**src/rtl/avr_hvpp_sequencer_pkg.sv**
```systemverilog
// Shared definitions for the AVR high-voltage parallel programming sequencer:
// opcode values, FSM state encoding, control-pin grouping and pin defaults.
package avr_hvpp_sequencer_pkg;

  localparam logic [3:0] OP_LOAD_CMD     = 4'd0;
  localparam logic [3:0] OP_LOAD_ADDR_LO = 4'd1;
  localparam logic [3:0] OP_LOAD_ADDR_HI = 4'd2;
  localparam logic [3:0] OP_LOAD_DATA_LO = 4'd3;
  localparam logic [3:0] OP_LOAD_DATA_HI = 4'd4;
  localparam logic [3:0] OP_PAGEL        = 4'd5;
  localparam logic [3:0] OP_WRITE        = 4'd6;
  localparam logic [3:0] OP_READ         = 4'd7;

  typedef enum logic [2:0] {
    ST_IDLE     = 3'd0,
    ST_SETUP    = 3'd1,
    ST_STROBE   = 3'd2,
    ST_HOLD     = 3'd3,
    ST_WAIT_RDY = 3'd4,
    ST_DONE     = 3'd5
  } state_e;

  // Mode-select lines that stay stable around a strobe.
  typedef struct packed {
    logic xa1;
    logic xa0;
    logic bs1;
    logic bs2;
  } ctl_t;

  localparam ctl_t CTL_RESET  = 4'b0000;
  localparam logic OE_N_RESET = 1'b1;
  localparam logic WR_N_RESET = 1'b1;

  function automatic logic op_is_load(input logic [3:0] op);
    return (op <= OP_LOAD_DATA_HI);
  endfunction

  function automatic logic op_is_legal(input logic [3:0] op);
    return (op <= OP_READ);
  endfunction

  // XA/BS pattern for a legal opcode; BS bits of PAGEL/WRITE/READ come from the data byte.
  function automatic ctl_t op_ctl(input logic [3:0] op, input logic [7:0] data);
    ctl_t c;
    c = CTL_RESET;
    case (op)
      OP_LOAD_CMD:     c.xa1 = 1'b1;
      OP_LOAD_ADDR_LO: c = CTL_RESET;
      OP_LOAD_ADDR_HI: c.bs1 = 1'b1;
      OP_LOAD_DATA_LO: c.xa0 = 1'b1;
      OP_LOAD_DATA_HI: begin
        c.xa0 = 1'b1;
        c.bs1 = 1'b1;
      end
      OP_PAGEL:        c.bs1 = data[0];
      OP_WRITE, OP_READ: begin
        c.bs1 = data[0];
        c.bs2 = data[1];
      end
      default:         c = CTL_RESET;
    endcase
    return c;
  endfunction

endpackage

```
**src/rtl/hvpp_delay_counter.sv**
```systemverilog
// Shared down-counter for setup, strobe, RDY blanking and RDY timeout phases.
// A load of N makes the zero flag rise N cycles later; it then holds at zero.
module hvpp_delay_counter #(
  parameter int unsigned CNT_W = 16
) (
  input  logic             clk,
  input  logic             rst,
  input  logic             load_i,
  input  logic [CNT_W-1:0] load_val_i,
  input  logic             dec_i,
  output logic             zero_o
);

  logic [CNT_W-1:0] cnt_q;
  logic [CNT_W-1:0] cnt_d;

  // Next count: load has priority, decrement saturates at zero.
  always_comb begin
    cnt_d = cnt_q;
    if (load_i) begin
      cnt_d = load_val_i;
    end else if (dec_i && (cnt_q != {CNT_W{1'b0}})) begin
      cnt_d = cnt_q - {{(CNT_W-1){1'b0}}, 1'b1};
    end else begin
      cnt_d = cnt_q;
    end
  end

  // Count register with synchronous reset.
  always_ff @(posedge clk) begin
    if (rst) begin
      cnt_q <= {CNT_W{1'b0}};
    end else begin
      cnt_q <= cnt_d;
    end
  end

  assign zero_o = (cnt_q == {CNT_W{1'b0}});

endmodule

```
**src/rtl/avr_hvpp_sequencer.sv**
```systemverilog
// HVPP pin sequencer: turns one host opcode+byte into a timed XA/BS setup,
// strobe, hold and (for WRITE) RDY/BSY wait. All pin outputs are registered.
module avr_hvpp_sequencer
  import avr_hvpp_sequencer_pkg::*;
#(
  parameter int unsigned SETUP_CYC   = 2,
  parameter int unsigned PULSE_CYC   = 4,
  parameter int unsigned RDY_TIMEOUT = 65535,
  parameter int unsigned CNT_W       = 16
) (
  input  logic       clk,
  input  logic       rst,
  input  logic       cmd_valid,
  output logic       cmd_ready,
  input  logic [3:0] cmd_op,
  input  logic [7:0] cmd_data,
  output logic       done,
  output logic       err,
  input  logic       err_clr,
  output logic [7:0] rd_data,
  input  logic       dut_rdy,
  input  logic [7:0] dut_data_in,
  output logic [7:0] dut_data_out,
  output logic       dut_data_oe,
  output logic       dut_oe_n,
  output logic       dut_wr_n,
  output logic       dut_xtal,
  output logic       dut_pagel,
  output logic       dut_bs1,
  output logic       dut_bs2,
  output logic       dut_xa0,
  output logic       dut_xa1
);

  // Counter reload values: a phase of N cycles loads N-1.
  localparam logic [CNT_W-1:0] SETUP_LD = CNT_W'(SETUP_CYC - 32'd1);
  localparam logic [CNT_W-1:0] PULSE_LD = CNT_W'(PULSE_CYC - 32'd1);
  localparam logic [CNT_W-1:0] TOUT_LD  = CNT_W'(RDY_TIMEOUT - 32'd1);

  state_e     state_q, state_d;
  logic [3:0] op_q, op_d;
  logic       blank_q, blank_d;
  logic       rdy_meta_q, rdy_sync_q;
  logic       cmd_ready_q, cmd_ready_d;
  logic       done_q, done_d;
  logic       err_q, err_d;
  logic [7:0] rd_data_q, rd_data_d;
  logic [7:0] data_out_q, data_out_d;
  logic       data_oe_q, data_oe_d;
  logic       oe_n_q, oe_n_d;
  logic       wr_n_q, wr_n_d;
  logic       xtal_q, xtal_d;
  logic       pagel_q, pagel_d;
  ctl_t       ctl_q, ctl_d;

  logic             strobe_s;
  logic             cnt_load_s;
  logic [CNT_W-1:0] cnt_val_s;
  logic             cnt_dec_s;
  logic             cnt_zero_s;

  hvpp_delay_counter #(
    .CNT_W (CNT_W)
  ) u_delay (
    .clk        (clk),
    .rst        (rst),
    .load_i     (cnt_load_s),
    .load_val_i (cnt_val_s),
    .dec_i      (cnt_dec_s),
    .zero_o     (cnt_zero_s)
  );

  // Next-state, counter control and next values of every registered pin.
  always_comb begin
    state_d    = state_q;
    op_d       = op_q;
    blank_d    = blank_q;
    rd_data_d  = rd_data_q;
    data_out_d = data_out_q;
    data_oe_d  = data_oe_q;
    ctl_d      = ctl_q;
    strobe_s   = 1'b0;
    cnt_load_s = 1'b0;
    cnt_val_s  = {CNT_W{1'b0}};
    cnt_dec_s  = 1'b0;
    if (err_clr) begin
      err_d = 1'b0;
    end else begin
      err_d = err_q;
    end

    case (state_q)
      ST_IDLE: begin
        if (cmd_valid) begin
          op_d  = cmd_op;
          err_d = 1'b0;
          if (!op_is_legal(cmd_op)) begin
            // Illegal opcode: flag it and finish without touching any pin.
            err_d   = 1'b1;
            state_d = ST_DONE;
          end else begin
            ctl_d      = op_ctl(cmd_op, cmd_data);
            state_d    = ST_SETUP;
            cnt_load_s = 1'b1;
            cnt_val_s  = SETUP_LD;
            if (op_is_load(cmd_op)) begin
              data_out_d = cmd_data;
              data_oe_d  = 1'b1;
            end else if (cmd_op == OP_READ) begin
              // Release the bus well before /OE falls.
              data_oe_d = 1'b0;
            end else begin
              data_oe_d = data_oe_q;
            end
          end
        end else begin
          state_d = ST_IDLE;
        end
      end
      ST_SETUP: begin
        if (cnt_zero_s) begin
          state_d    = ST_STROBE;
          strobe_s   = 1'b1;
          cnt_load_s = 1'b1;
          cnt_val_s  = PULSE_LD;
        end else begin
          cnt_dec_s = 1'b1;
        end
      end
      ST_STROBE: begin
        if (cnt_zero_s) begin
          state_d = ST_HOLD;
          if (op_q == OP_READ) begin
            rd_data_d = dut_data_in;
          end else begin
            rd_data_d = rd_data_q;
          end
        end else begin
          strobe_s  = 1'b1;
          cnt_dec_s = 1'b1;
        end
      end
      ST_HOLD: begin
        if (op_q == OP_WRITE) begin
          // Blank RDY for SETUP_CYC cycles so the BSY fall is not missed.
          state_d    = ST_WAIT_RDY;
          blank_d    = 1'b1;
          cnt_load_s = 1'b1;
          cnt_val_s  = SETUP_LD;
        end else begin
          state_d = ST_DONE;
        end
      end
      ST_WAIT_RDY: begin
        if (blank_q) begin
          if (cnt_zero_s) begin
            blank_d    = 1'b0;
            cnt_load_s = 1'b1;
            cnt_val_s  = TOUT_LD;
          end else begin
            cnt_dec_s = 1'b1;
          end
        end else if (rdy_sync_q) begin
          state_d = ST_DONE;
        end else if (cnt_zero_s) begin
          state_d = ST_DONE;
          err_d   = 1'b1;
        end else begin
          cnt_dec_s = 1'b1;
        end
      end
      ST_DONE: begin
        state_d   = ST_IDLE;
        data_oe_d = 1'b0;
      end
      default: begin
        state_d   = ST_IDLE;
        data_oe_d = 1'b0;
      end
    endcase

    xtal_d      = strobe_s & op_is_load(op_q);
    pagel_d     = strobe_s & (op_q == OP_PAGEL);
    wr_n_d      = ~(strobe_s & (op_q == OP_WRITE));
    oe_n_d      = ~(strobe_s & (op_q == OP_READ));
    done_d      = (state_d == ST_DONE);
    cmd_ready_d = (state_d == ST_IDLE);
  end

  // State, RDY synchroniser and registered outputs with synchronous reset.
  always_ff @(posedge clk) begin
    if (rst) begin
      state_q     <= ST_IDLE;
      op_q        <= OP_LOAD_CMD;
      blank_q     <= 1'b0;
      rdy_meta_q  <= 1'b0;
      rdy_sync_q  <= 1'b0;
      cmd_ready_q <= 1'b1;
      done_q      <= 1'b0;
      err_q       <= 1'b0;
      rd_data_q   <= 8'h00;
      data_out_q  <= 8'h00;
      data_oe_q   <= 1'b0;
      oe_n_q      <= OE_N_RESET;
      wr_n_q      <= WR_N_RESET;
      xtal_q      <= 1'b0;
      pagel_q     <= 1'b0;
      ctl_q       <= CTL_RESET;
    end else begin
      state_q     <= state_d;
      op_q        <= op_d;
      blank_q     <= blank_d;
      rdy_meta_q  <= dut_rdy;
      rdy_sync_q  <= rdy_meta_q;
      cmd_ready_q <= cmd_ready_d;
      done_q      <= done_d;
      err_q       <= err_d;
      rd_data_q   <= rd_data_d;
      data_out_q  <= data_out_d;
      data_oe_q   <= data_oe_d;
      oe_n_q      <= oe_n_d;
      wr_n_q      <= wr_n_d;
      xtal_q      <= xtal_d;
      pagel_q     <= pagel_d;
      ctl_q       <= ctl_d;
    end
  end

  assign cmd_ready    = cmd_ready_q;
  assign done         = done_q;
  assign err          = err_q;
  assign rd_data      = rd_data_q;
  assign dut_data_out = data_out_q;
  assign dut_data_oe  = data_oe_q;
  assign dut_oe_n     = oe_n_q;
  assign dut_wr_n     = wr_n_q;
  assign dut_xtal     = xtal_q;
  assign dut_pagel    = pagel_q;
  assign dut_bs1      = ctl_q.bs1;
  assign dut_bs2      = ctl_q.bs2;
  assign dut_xa0      = ctl_q.xa0;
  assign dut_xa1      = ctl_q.xa1;

endmodule
```
**config.mk**
```make
export PLATFORM = sky130hd
export DESIGN_NAME = avr_hvpp_sequencer
export DESIGN_NICKNAME = d
export VERILOG_FILES = /design/src/rtl/avr_hvpp_sequencer_pkg.sv /design/src/rtl/hvpp_delay_counter.sv /design/src/rtl/avr_hvpp_sequencer.sv
export SDC_FILE = /design/constraint.sdc
export NUM_CORES = 1
export LEC_CHECK = 0
export ABC_AREA = 1
export CORE_MARGIN = 5
export CORE_UTILIZATION = 39
export CTS_BUF_LIST = sky130_fd_sc_hd__clkbuf_8
export CTS_CLUSTER_SIZE = 10
export DETAILED_ROUTE_END_ITERATION = 8
export HOLD_SLACK_MARGIN = 0.12
export MAX_ROUTING_LAYER = met4
export SYNTH_ARGS = -nofsm -noshare
export SYNTH_HDL_FRONTEND = slang
export SYNTH_HIERARCHICAL = 1
export SYNTH_SLANG_ARGS = --single-unit
```
**constraint.sdc**
```tcl
create_clock -name clk -period 5.5 [get_ports clk]
set_input_delay 1.65 -clock clk [delete_from_list [all_inputs] [get_ports clk]]
set_output_delay 1.65 -clock clk [all_outputs]
set_load 0.005 [all_outputs]
```
==> impl_metrics.toml, run 1 <==
[die]
die_w_um = 94.7
core_um2 = 6870
ios = 53
num_rows = 30
start_util_pct = 40.7
die_h_um = 94.7
die-area_um2 = 8960

[layout]
antennaDiodeCount = 0
layout.filler_cells = 740
nets = 507
final_layout_size_suffix_gt1_share_pct = 7.68
final_core_util_pct = 51.0
synthToLayoutAreaGrowth_pct = 25.4

[worst_hold_path]
hold-path-cell-count = 2
hold_class = "reg2reg"

[synthesis]
yosysWarnings = 6
synthFlopType = "dfxtp_1"
post-synth-top-area-cell = "dfxtp_1"
synth.most_common_cell = "nor2_1"
synth_compound_area_share_pct = 11.4
syn-cell-area_um2 = 2800
post_synth_inst_count = 429
synth-xor-area-share_pct = 0.627
synth_top_family_by_area = "simple AND/OR/NAND/NOR gates"
syn_nets = 455
synth_edf_count = 0
async_reset_ff_share_pct = 0
avgSynthCellArea_um2 = 6.52
synth_top_area_share_pct = 38.7
synth_simple_gate_area_share_pct = 40.4
ys_types = 31
synth-seq-cells = 54
synth_seq_area_share_pct = 38.7
synthMuxAreaShare_pct = 0
synth_area_leaders = "dfxtp_1 (39%), nor2_1 (16%), nand2_1 (10%)"
yosys-top-cells-count = "nor2_1 (118), nand2_1 (78), dfxtp_1 (54)"
synth_fa_ha_area_share_pct = 0.448

[placement]
preCtsSetupSlack_ps = 1400
place_hpwl_um = 5030
port-buffer-count = 52
gp_congestion = 0.916

[route]
route.antenna.remaining_nets = 0
drc = 0
vias = 2697
vias_per_cell = 4.67
drtIter0Drc = 86
routedWlPerCell_um = 11.6
drt-pass1-iter-count = 4
routed_wl_um = 6700

[grt]
grt_max_degree = 27
grt_pass1_vias = 2653
grt_use_total_pct = 16.6
antenna_found_initial = 0
overflow = 0
grt_pass1_wl_um = 11600

[clock_network]
clkTransAtPathRegs_ps = 100
htree_levels = 2
postCtsSetupBuffers = 0
numCtsBuffers = 5
clock_latency_ps = 300
cts_hold_buf = 0
clock_path_buffers = 2
cts_resized = 0
cts.sinks = 54
clk_root_buffer_cell = "clkbuf_8"
cts_tree = "built"

[power]
p_leak_nw = 1.60
p_per_area_nw_per_um2 = 403
ir_worst_vdd_v = 0.000133
power_mw = 1.41

[setup_path]
critical_path_class = "in2reg"
cp.arrival_ps = 4010
rrSetupSlack_ps = 1800
r2r_cells = 15
cp_max_fo = 22
end_kind = "flip-flop"
worst_ep_required_time_ps = 5700
cp-start-kind = "input pin"

[timing]
min_period_over_period_pct = 69.2
worst_slack_ps = 1690
skew_ps = 7.63
fmax_ghz = 0.263
relSlewSlack_pct = 26.3
tns_ps = 0
finalHoldViolCount = 0
min_period_ps = 3810
slew_violations = 0
holdWs_ps = 411
worst_pin_slew_ps = 1100
setup_viol = 0
grt_setup_unrepaired = "false"

[run_status]
status = "finished, final reports clean"

[job]
drv_cap = 0
## cell usage in the layout (no fill, tap or decap), types with 2 or more instances in the layout
master and instances:
nand3_2 3, o21ai_1 3, nor2_1 118, a21oi_1 11, nor2_2 5, inv_2 5
nand2_1 78, clkbuf_8 5, nand3_1 27, inv_1 46, clkdlybuf4s50_1 52, o21ai_0 39
a31oi_1 4, dfxtp_1 54, or2_2 2, nor3_1 2, nand2_2 4, nand4_1 5
nand2_4 2, nor2_4 4
## metrics by stage
| step | cells | instance area (µm²) |
|---|---|---|
| 2_1_floorplan | 429 | 2800 |
| 3_3_place_gp | 570 | 3400 |
| 3_5_place_dp | 570 | 3400 |
| 4_1_cts | 578 | 3510 |
| 5_1_grt | 578 | 3510 |
| 6_report | 578 | 3510 |
## logic make-up after synthesis
logic type,Yosys count
xor+xnor,2
buf+inv,58
compound gates,60
fa+ha+maj,1
simple gates,254
flops,54
## per-layer routing
metal / up-vias / GRT usage (%) / wire length (µm)
met4: 0 / 4.33 / 87
met2: 44 / 28.9 / 3330
met3: 8 / 4.46 / 273
li1: 1453 / - / -
met1: 1192 / 18.7 / 3010
met5: - / - / 0
## power breakdown
part	switching [mW]	total, mW	internal (mW)
registers	0.0645	0.522	0.458
clock network	0.130	0.265	0.134
logic	0.393	0.625	0.232
total	0.588	1.41	0.824
## worst max-delay path: stages
cell and delay (ps):
clkdlybuf4s50_1 460, nand3_4 210, nor2_8 60, inv_2 90, nand4_1 220, inv_1 590
nand3_2 390, o21ai_0 260, nor2_1 50
## flip-flops by register name, indices dropped and copies added, names as in the netlist, 3 cells and up
register	cells
state_q	3
rd_data	8
op_q	4
u_delay/cnt_q	16
dut_data_out	8
## layout make-up
class,count,area (µm²),share of cell area [%]
timing repair buffer,53,528,15.1
multi-input combinational,317,1480,42.2
clock inverter,3,41.3,1.18
tap,96,120,3.43
clock buffer,5,68.8,1.96
sequential,54,1080,30.8
inverter,50,188,5.35
## path summary, 6_finish.rpt
check / to / startpoint
worst max-delay path: u_delay/cnt_q[8] / cmd_valid
worst min-delay path: rdy_sync_q / rdy_meta_q
worst max register to register: u_delay/cnt_q[6] / u_delay/cnt_q[0]
worst min register to register: rdy_sync_q / rdy_meta_q
Note: power is estimated with default switching activity, not from simulation.
==> run 2: changes to the inputs <==
==> constraint.sdc (replaced) <==
create_clock -name clk -period 3.8 [get_ports clk]
set_input_delay 1.14 -clock clk [delete_from_list [all_inputs] [get_ports clk]]
set_output_delay 1.14 -clock clk [all_outputs]
set_load 0.005 [all_outputs]
==> run 2 against run 1 <==
Effect of this change:
- clock-buffer cell count unchanged
- critical path depth unchanged
- design area about the same
- routed wire length increased by 2.6%
- first-iteration DRC count decreased by 23%
- combinational power increased by 46%
- sequential share of layout area about the same
- final cell count increased by 0.35%
- largest cell class unchanged
- largest power group unchanged
- highest routed layer unchanged
==> impl_metrics.toml, run 2 (synthesized netlist as in run 1, its figures left out) <==
[run_status]
status = "finished, final reports clean"

[layout]
final_cells = 580
final_layout_size_suffix_gt1_share_pct = 8.26
regMostFlops = "u_delay/cnt_q"
synthToLayoutAreaGrowth_pct = 25.5
final_common_cell = "nor2_1"
largest_register_ffs = 16
final_core_util_pct = 51.1
layout.filler_cells = 719
antennaDiodeCount = 0
layout_common_cells = "nor2_1 (118), nand2_1 (78), dfxtp_1 (54)"
design_area_um2 = 3510
nets = 509

[setup_path]
path_buf_inv = 3
critPathMaxStageDelay_ps = 460
cp-start-kind = "input pin"
cp_slowest_cell = "clkdlybuf4s50_1"
cp_max_fo = 11
path_cells = "clkdlybuf4s50_1 -> nand3_4 -> nor2_8 -> inv_2 -> nand4_1 -> inv_1 -> nand3_2 -> o21ai_0 -> nor2_1"
critical_path.top_delay_family = "buffers and inverters"
cp.arrival_ps = 3140
worst_ep_required_time_ps = 4010
critical_path_class = "in2reg"
end_kind = "flip-flop"

[power]
p_comb_share_pct = 45.2
ir_worst_vdd_v = 0.000236
power_mw = 2.02
p_per_area_nw_per_um2 = 576
switchingPower_mw = 0.879
sw_frac_of_total_pct = 43.5
pwr-share-seq_pct = 37.6
p_int_mw = 1.14
clkPwrFrac_pct = 17.2
p_leak_nw = 1.60

[route]
drc = 0
vias = 2692
drt-pass1-iter-count = 4
routed_wl_um = 6870
drtIter0Drc = 66
vias_per_cell = 4.64
routedWlPerCell_um = 11.8
route.antenna.remaining_nets = 0

[placement]
place_area_um2 = 3410
gp_congestion = 0.921
preCtsSetupSlack_ps = 514
placed_cells = 572
place_hpwl_um = 5170
port-buffer-count = 52

[clock_network]
cts_tree = "built"
clock_path_buffers = 2
clkTransAtPathRegs_ps = 100
clk_root_buffer_cell = "clkbuf_8"
clock_latency_ps = 320
numCtsBuffers = 5
cts.sinks = 54
postCtsSetupBuffers = 0
cts_resized = 0
cts_hold_buf = 0
htree_levels = 2

[die]
num_rows = 30
start_util_pct = 40.7
core_um2 = 6870
die-area_um2 = 8960
ios = 53
die_w_um = 94.7
die_h_um = 94.7

[timing]
fmax_ghz = 0.340
skew_ps = 13.6
worst_slack_ps = 863
grt_setup_unrepaired = "false"
slew_violations = 0
holdWs_ps = 413
min_period_ps = 2940
setup_viol = 0
tns_ps = 0
finalHoldViolCount = 0
min_period_over_period_pct = 77.3
relSlewSlack_pct = 53.1
worst_pin_slew_ps = 703

[grt]
antenna_found_initial = 0
grt_max_degree = 27
grt_pass1_vias = 2724
grt_use_total_pct = 17.0
grt_pass1_wl_um = 12000
overflow = 0

[worst_hold_path]
hold_class = "reg2reg"

[job]
drv_cap = 0
run 2: cell count changes in the layout (fill, tap and decap cells not counted), sizes merged:
cell / before / now
buf: 1 / 3
clkinv: 0 / 2
bufinv: 1 / 0
clkinvlp: 1 / 0
run 2: metal layers:
metal  share of wire (%)  vias up  GRT usage, %  wire [µm]
met5                   0        -             -          0
met4                0.80        0          3.97         55
met3                 3.4        5          3.59        231
met2                  50       37          30.4       3410
met1                  46     1189          19.4       3170
li1                    -     1461             -          -
run 2: cell type report:
type | count | area, µm² | area share (%)
multi-input combinational | 317 | 1480 | 42.2
sequential | 54 | 1080 | 30.8
timing repair buffer | 55 | 543 | 15.5
inverter | 50 | 188 | 5.35
tap | 96 | 120 | 3.42
clock buffer | 5 | 68.8 | 1.96
clock inverter | 3 | 28.8 | 0.820
run 2: worst paths after layout:
path / start / endpoint / slack, ps / depth (start not counted)
max: cmd_valid / u_delay/cnt_q[8] / 860 / 9
min: rdy_meta_q / rdy_sync_q / 410 / 2
max reg2reg: u_delay/cnt_q[0] / u_delay/cnt_q[6] / 920 / 16
min reg2reg: rdy_meta_q / rdy_sync_q / 410 / 2
run 2: power groups by stage:
stage | combinational, mW | clock [mW] | sequential (mW)
floorplan | 0.714 | 0 | 0.749
global placement | 0.907 | 0 | 0.768
detailed placement | 0.915 | 0 | 0.772
CTS | 0.920 | 0.363 | 0.759
global route | 1.06 | 0.384 | 0.775
finish | 0.912 | 0.347 | 0.760
run 2: worst register-to-register path: cells and delay by family, from the launching register on:
| kind | cells | cell delay (ps) |
|---|---|---|
| adder cells (fa/ha/maj) | 1 | 220 |
| buffers and inverters | 5 | 690 |
| flip-flops | 1 | 340 |
| AND/OR/NAND/NOR | 10 | 1540 |
==> run 3: changes to the inputs <==
--- a/config.mk
+++ b/config.mk
@@ -13,6 +13,7 @@
 export DETAILED_ROUTE_END_ITERATION = 8
 export HOLD_SLACK_MARGIN = 0.12
 export MAX_ROUTING_LAYER = met4
+export PLACE_DENSITY = 0.65
 export SYNTH_ARGS = -nofsm -noshare
 export SYNTH_HDL_FRONTEND = slang
 export SYNTH_HIERARCHICAL = 1
==> constraint.sdc (replaced) <==
create_clock -name clk -period 2.6 [get_ports clk]
set_input_delay 0.78 -clock clk [delete_from_list [all_inputs] [get_ports clk]]
set_output_delay 0.78 -clock clk [all_outputs]
set_load 0.005 [all_outputs]
==> run 3 against run 2 <==
Effect of this change:
- clock skew fell by 4.0 ps
- sequential cell count did not move
- critical endpoint is now u_delay/cnt_q[10]
- worst hold slack improved by 4.5 ps
- clock-buffer cell count rose by 1
- sequential power rose by 47%
- sequential share of layout area fell by 1.4 points
- largest power group unchanged
- power rose by 55%
- setup slack got worse by 620 ps
- register-to-register slack got worse by 680 ps
- non-clock buffer count rose by 17
- combinational power rose by 64%
- highest routed layer unchanged
- largest cell class unchanged
- die area did not move
==> impl_metrics.toml, run 3 (synthesized netlist as in run 1, its figures left out) <==
[run_status]
status = "finished, final reports clean"

[layout]
regMostFlops = "u_delay/cnt_q"
layout_common_cells = "nor2_1 (116), nand2_1 (77), dfxtp_1 (54)"
nets = 526
synthToLayoutAreaGrowth_pct = 31.7
final_core_util_pct = 53.6
largest_register_ffs = 16
antennaDiodeCount = 0
final_layout_size_suffix_gt1_share_pct = 13.6
design_area_um2 = 3680
final_common_cell = "nor2_1"
layout.filler_cells = 674

[setup_path]
cp.arrival_ps = 2610
cp-start-kind = "flip-flop"
critPathMaxStageDelay_ps = 350
path_cells = "inv_2 -> ha_2 -> inv_1 -> nor2_2 -> nand3_2 -> nor2_4 -> nand2_2 -> nor4_4 -> buf_4 -> nand3_2 -> nand4_1 -> inv_2 -> nand3_2 -> inv_2 -> nand2_1 -> nand2_1 -> nor2_1"
critical_path_class = "reg2reg"
r2r_cells = 17
cp_max_fo = 10
worst_ep_required_time_ps = 2850
end_kind = "flip-flop"
cp_slowest_cell = "dfxtp_1"

[die]
die_h_um = 94.7
die_w_um = 94.7
core_um2 = 6870
num_rows = 30
ios = 53
die-area_um2 = 8960
start_util_pct = 40.7

[timing]
tns_ps = 0
fmax_ghz = 0.424
worst_pin_slew_ps = 397
setup_viol = 0
skew_ps = 9.66
relSlewSlack_pct = 73.4
min_period_ps = 2360
slew_violations = 0
finalHoldViolCount = 0
min_period_over_period_pct = 90.7

[power]
power_mw = 3.13
p_per_area_nw_per_um2 = 849
ir_worst_vdd_v = 0.000316
p_leak_nw = 1.67

[placement]
gp_congestion = 0.950
port-buffer-count = 52
place_hpwl_um = 5080
place_area_um2 = 3550

[grt]
grt_use_total_pct = 16.7
grt_max_degree = 27
grt_pass1_vias = 2708
grt_pass1_wl_um = 11700
antenna_found_initial = 0
overflow = 0

[route]
vias = 2786
drtIter0Drc = 91
routedWlPerCell_um = 11.3
vias_per_cell = 4.67
drt-pass1-iter-count = 4
drc = 0
route.antenna.remaining_nets = 0
routed_wl_um = 6770

[clock_network]
numCtsBuffers = 5
cts.sinks = 54
clkTransAtPathRegs_ps = 100
cts_hold_buf = 0
clock_path_buffers = 2
clock_latency_ps = 310
cts_tree = "built"
htree_levels = 2
clk_root_buffer_cell = "clkbuf_8"

[worst_hold_path]
hold_class = "reg2reg"
hold-path-cell-count = 2

[job]
drv_cap = 0
-- run 3: critical path: cells and delay by family, from the launching register on --
family	cells	cell delay, ps
adder cells (fa/ha/maj)	1	170
buffers and inverters	5	470
flip-flops	1	350
AND/OR/NAND/NOR	11	1300
-- run 3: routing by layer --
metal	vias up	GRT usage (%)	share of wire, %
li1	1497	-	-
met1	1217	18.6	46
met2	66	28.8	48
met3	6	4.38	4.6
met4	0	5.53	1.3
met5	-	-	0
-- run 3: final timing paths --
path | from | endpoint | slack [ps]
worst min-delay path | rdy_meta_q | rdy_sync_q | 420
worst max-delay path | u_delay/cnt_q[0] | u_delay/cnt_q[10] | 240
worst min register to register | rdy_meta_q | rdy_sync_q | 420
worst max register to register | u_delay/cnt_q[0] | u_delay/cnt_q[10] | 240
-- run 3: timing repair --
action | 4_1_cts | 5_1_grt
resized for setup | 0 | 11
setup endpoints to repair | 0 | 19
setup buffers | 0 | 1
-- run 3: area by class of cell --
cell class	count	area [µm²]	area share (%)
clock buffers	6	82.6	2.24
clock inverters	2	16.3	0.442
inverters	50	191	5.20
multi-input cells	317	1520	41.3
flip-flops and latches	54	1080	29.4
well taps	96	120	3.26
repair buffers	72	671	18.2
-- run 3: power breakdown --
| part | switching [mW] | leakage, nW | total (mW) | internal [mW] |
|---|---|---|---|---|
| registers | 0.152 | 0.442 | 1.12 | 0.968 |
| logic | 0.889 | 1.18 | 1.50 | 0.610 |
| clock network | 0.287 | 0.0478 | 0.507 | 0.220 |
| total | 1.33 | 1.67 | 3.13 | 1.80 |
-- run 3: through the flow --
stage / setup slack [ps] / cells / hold WS, ps
final: 241 / 597 / 417
after global routing: -10.4 / 597 / 448
after CTS: 83.1 / 596 / 425
after detailed placement: 81.1 / 588 / 396
after global placement: 127 / 588 / 391
after floorplan: 93.1 / 429 / 388
==> variant 1, RTL diff (flow settings as in run 2) <==
Re-encode `state_e` (6 states) as one-hot, 6 bits wide.
--- a/src/rtl/avr_hvpp_sequencer_pkg.sv
+++ b/src/rtl/avr_hvpp_sequencer_pkg.sv
@@ -12,11 +12,11 @@
   localparam logic [3:0] OP_READ         = 4'd7;
 
-  typedef enum logic [2:0] {
-    ST_IDLE     = 3'd0,
-    ST_SETUP    = 3'd1,
-    ST_STROBE   = 3'd2,
-    ST_HOLD     = 3'd3,
-    ST_WAIT_RDY = 3'd4,
-    ST_DONE     = 3'd5
+  typedef enum logic [5:0] {
+    ST_IDLE     = 6'b000001,
+    ST_SETUP    = 6'b000010,
+    ST_STROBE   = 6'b000100,
+    ST_HOLD     = 6'b001000,
+    ST_WAIT_RDY = 6'b010000,
+    ST_DONE     = 6'b100000
   } state_e;
 
Behaviour: no difference found for any inputs over 10 cycles, from zero or initial values and one cycle with rst high; not proved beyond that.
==> variant 1 against run 2 <==
- area after synthesis grew 6.2%
- fmax shrank 8.3%
- critical path type is now flop to flop
- sequential share of layout area shrank 1.3 points
- final area grew 10%
- sequential cell count grew 3
- clock skew shrank 5.0 ps
- wire length grew 5.9%
- first-iteration DRC count grew 14%
- hold slack lost 8.1 ps
- worst setup slack lost 270 ps
- global-route usage shrank 0.80 points
Power is not compared: it rests on default switching activity, and its combinational part moved more than twofold at a synthesized area within 25%.
==> variant 1: results (changes against run 2) <==
Timing
  • Max-slew headroom at the worst pin: 71.90% (+19 points)

Power
  • Switching portion of total power: 30.98%

Clocking
  • H-tree Lvls: 3 (+1)
  • Worst-path clk slew: 70 ps (-30 ps)
  • Num CTS Buffers: 9 (+4)

Route
  • Number of vias per cell after detailed routing: 4.652 (+0.23%)
  • Wirelength per Cell: 11.95 µm (+0.88%)
  • Detailed router's first-iteration violation count: 75 (+14%)
  • Met1 Routed Length: 3349 µm (+5.5%)
  • Total met3 wirelength after detailed routing: 241 µm (+4.3%)

Synth
  • Most area-consuming cells after synthesis: sky130_fd_sc_hd__dfxtp_1 (38%), sky130_fd_sc_hd__nor2_1 (13%), sky130_fd_sc_hd__nand2_1 (11%)
  • Synthesized Nets: 467 (+2.6%)
  • Post-synthesis sequential area ratio: 38.45% (-0.23 points)
  • Top flip-flop cell by instance count after synthesis: sky130_fd_sc_hd__dfxtp_1
  • Cell types with the highest counts after synthesis: sky130_fd_sc_hd__nor2_1 (105), sky130_fd_sc_hd__nand2_1 (86), sky130_fd_sc_hd__dfxtp_1 (57)
  • Number of different library cells in the post-synthesis netlist: 37 (+19%)

Place
  • Hpwl dp: 5300 µm (+2.5%)
  • Routability-driven placement congestion ratio: 0.8516 (-7.6%)
  • Area after detailed placement: 3598 µm² (+5.5%)
  • Port Buffers: 52 (unchanged)

GRT
  • First-pass GRT wire length: 12430 µm (+3.9%)
  • Overall Global Routing Usage: 16.21% (-0.80 points)

Run status
  • Outcome: completed

Setup path
  • Largest fanout on the critical path: 13 (+2)
  • Highest-delay cell along the critical path: sky130_fd_sc_hd__dfxtp_1
  • Crit path launch: u_delay/cnt_q[0]
  • Delay of the slowest critical-path stage: 320 ps (-140 ps)
  • Worst path arrival time: 3440 ps (+300 ps)

Final layout
  • Layout cells sized above 1: 14.31% (+6.0 points)
  • Diodes inserted: 0 (unchanged)
## variant 1: stage by stage
step,instances,setup slack [ps]
floorplan,441,20.60
global placement,588,375.3
detailed placement,588,289.4
CTS,604,360.6
global route,609,179.8
finish,609,596.7
## variant 1: path summary, 6_finish.rpt
| check | endpoint | slack, ps | depth (start not counted) |
|---|---|---|---|
| setup reg to reg | u_delay/cnt_q[6] | 600 | 19 |
| hold reg to reg | rdy_sync_q | 400 | 2 |
| setup / recovery | u_delay/cnt_q[6] | 600 | 19 |
| hold / removal | rdy_sync_q | 400 | 2 |
## variant 1: power by group through the flow
stage / clock network [W] / logic, W / registers [W]
2_1_floorplan: 0 / 0.000286 / 0.000674
3_3_place_gp: 0 / 0.000395 / 0.000679
3_5_place_dp: 0 / 0.000397 / 0.000680
4_1_cts: 0.000655 / 0.000399 / 0.000667
5_1_grt: 0.000681 / 0.000469 / 0.000672
6_report: 0.000640 / 0.000407 / 0.000667
## variant 1: logic make-up after synthesis
group / synth area share, %
DFF: 38.45
adders and majority gates: 0.4215
buffers and inverters: 7.883
xor gates and xnor gates: 0.5903
AOI/OAI and AO/OA: 11.13
and+or+nand+nor: 41.53
## variant 1: area by class of cell
type                            count  area (µm²)
Multi-Input combinational cell    326        1593
Timing Repair Buffer               59       585.6
Timing Repair inverter              1       7.507
Inverter                           51       201.4
Clock buffer                       10       137.6
Tap cell                           99       123.9
Clock inverter                      6       82.58
Sequential cell                    57        1141
Fill cell                         737        3458
## variant 1: critical path, delay by kind of cell, from the launching register on
family                   cells  cell delay, ps
buffers and inverters        8             920
AND/OR/NAND/NOR             10            1600
flip-flops                   1             320
adder cells (fa/ha/maj)      1             230
## variant 1: layer usage
layer | global-route usage, % | up-vias
met5 | - | -
met4 | 6.603 | 0
met3 | 3.661 | 10
met2 | 27.18 | 52
met1 | 18.77 | 1248
li1 | - | 1523
## variant 1: timing repair
item                                    4_1_cts  5_1_grt
resized for setup                             0        2
setup buffers                                 0        4
endpoints found under the setup margin        0        9
==> variant 2, RTL diff (config.mk and constraints of run 2) <==
Without the edit above. `CNT_W` is set to 16 in 2 places; all go to 14.
--- a/src/rtl/hvpp_delay_counter.sv
+++ b/src/rtl/hvpp_delay_counter.sv
@@ -2,5 +2,5 @@
 // A load of N makes the zero flag rise N cycles later; it then holds at zero.
 module hvpp_delay_counter #(
-  parameter int unsigned CNT_W = 16
+  parameter int unsigned CNT_W = 14
 ) (
   input  logic             clk,
--- a/src/rtl/avr_hvpp_sequencer.sv
+++ b/src/rtl/avr_hvpp_sequencer.sv
@@ -7,5 +7,5 @@
   parameter int unsigned PULSE_CYC   = 4,
   parameter int unsigned RDY_TIMEOUT = 65535,
-  parameter int unsigned CNT_W       = 16
+  parameter int unsigned CNT_W       = 14
 ) (
   input  logic       clk,
Formal check against the unedited RTL: same outputs for any inputs over 10 cycles, from zero or initial values and one cycle with rst high; that may be too few to reach the edited logic, so the function may still have changed.
==> variant 2 against run 2 <==
- register-to-register slack improved by 150 ps
- fmax is 6.3% higher
- worst setup slack gained 170 ps
- sequential cell count is 2 lower
- area after synthesis fell by 5.9%
- power increased by 5.6%
- wire length is 10% lower
- core utilization decreased by 1.5 points
- cell count decreased by 9.0%
- count of clock-buffer cells in the layout rose by 1
- final area shrank 5.5%
- clock skew shrank 5.6 ps
==> variant 2: results (changes against run 2) <==
Setup path
  • Register-to-register setup slack: 1070 ps (+150 ps)
  • Worst path arrival time: 2960 ps (-180 ps)
  • Largest fanout on the critical path: 14 (+3)
  • Capture point of the worst reg-to-reg path: u_delay/cnt_q[7]

Power
  • Worst-case vdd ir drop: 0.2213 mV (-6.4%)
  • Leakage power figure: 1.519 nW (-5.3%)

Synth
  • Synthesized Nets: 420 (-7.7%)
  • Post-synthesis sequential area ratio: 39.56% (+0.89 points)
  • Warnings, synthesis: 6 (unchanged)
  • Cell types with the highest counts after synthesis: sky130_fd_sc_hd__nand2_1 (83), sky130_fd_sc_hd__nor2_1 (75), sky130_fd_sc_hd__dfxtp_1 (52)
  • Most area-consuming cells after synthesis: sky130_fd_sc_hd__dfxtp_1 (40%), sky130_fd_sc_hd__nand2_1 (12%), sky130_fd_sc_hd__nor2_1 (11%)

Route
  • Number of vias per cell after detailed routing: 4.742 (+2.2%)
  • Detailed-route wire length: 6166 µm (-10%)
  • Detailed router's first-iteration violation count: 122 (+85%)

Final layout
  • Layout cells sized above 1: 6.473% (-1.8 points)
  • Total of fill cells in the finished design: 700 (-2.6%)
  • Nets: 473 (-7.1%)
  • Flip-flop count of the largest register, all copies and words added: 14 (-2)

GRT
  • Overall Global Routing Usage: 15.82% (-1.2 points)
  • Number of global-route vias before repair: 2428 (-11%)
  • First-pass GRT wire length: 10760 µm (-10%)

Run status
  • Outcome: completed

Place
  • Routability-driven placement congestion ratio: 0.8673 (-5.9%)
  • Hpwl dp: 4705 µm (-9.0%)

Clocking
  • Root cell of the clock tree: sky130_fd_sc_hd__clkbuf_8

Timing
  • Slew at the pin closest to its max-slew limit: 684.9 ps (-18.01 ps)
  • Setup skew after layout: 8.019 ps (-5.620 ps)
==> variant 2: final cells by class <==
| cell class | instances | area, µm² | share of cell area, % |
|---|---|---|---|
| timing repair buffer | 54 | 535.5 | 16.16 |
| inverter | 54 | 203.9 | 6.153 |
| multi-input combinational | 280 | 1340 | 40.43 |
| sequential | 52 | 1041 | 31.41 |
| clock inverter | 2 | 11.26 | 0.3398 |
| tap | 80 | 100.1 | 3.020 |
| clock buffer | 6 | 82.58 | 2.492 |
==> variant 2: worst max-delay path, cell delays in order <==
cell and delay (ps):
sky130_fd_sc_hd__clkdlybuf4s50_1 520, sky130_fd_sc_hd__nand3_4 190, sky130_fd_sc_hd__nor2_8 180, sky130_fd_sc_hd__inv_2 70
sky130_fd_sc_hd__nand4_1 100, sky130_fd_sc_hd__inv_1 220, sky130_fd_sc_hd__nand2_4 220, sky130_fd_sc_hd__clkinv_2 140
sky130_fd_sc_hd__nor2_1 130, sky130_fd_sc_hd__nor2_1 40
==> variant 2: metrics by stage <==
stage	hold WS [ps]	power (W)	std cells	instance area [µm²]	setup slack (ps)
floorplan	388.3	0.001579	394	2631	1266
global placement	390.7	0.001816	520	3221	762.8
detailed placement	392.0	0.001823	520	3221	727.6
CTS	405.9	0.002154	528	3314	1055
global route	423.8	0.002358	528	3314	843.5
finish	404.9	0.002134	528	3314	1036
==> variant 2: how the worst max path moves through the flow <==
stage	startpoint	end	slack, ps	cells after the start
6_report	cmd_valid	u_delay/cnt_q[7]	1040	10
5_1_grt	u_delay/cnt_q[0]	u_delay/cnt_q[7]	840	13
4_1_cts	cmd_valid	u_delay/cnt_q[5]	1050	10
3_5_place_dp	cmd_valid	u_delay/cnt_q[7]	730	10
3_3_place_gp	cmd_valid	u_delay/cnt_q[7]	760	10
2_1_floorplan	cmd_valid	u_delay/cnt_q[4]	1270	11
==> variant 2: logic make-up (layout without fill, tap and decap cells) <==
group           count (synthesis)  count (layout)  synth area share, %
simple gates                  214             214                36.85
compound gates                 62              62                12.60
buf+inv                        62             116                9.510
flops                          52              52                39.56
xor+xnor                        3               3               0.9988
fa+ha+maj                       1               1               0.4754
==> variant 2: power breakdown <==
| part | switching [W] | internal (W) |
|---|---|---|
| Sequential | 0.0000851 | 0.000648 |
| Combinational | 0.000675 | 0.000403 |
| Clock | 0.000177 | 0.000146 |
==> variant 2: per-layer routing <==
layer	track usage (%)	part of all wire, %	vias up
met1	18.46	46	1113
met5	-	0	-
li1	-	-	1352
met2	27.98	50	34
met3	2.379	2.6	5
met4	4.827	0.99	0
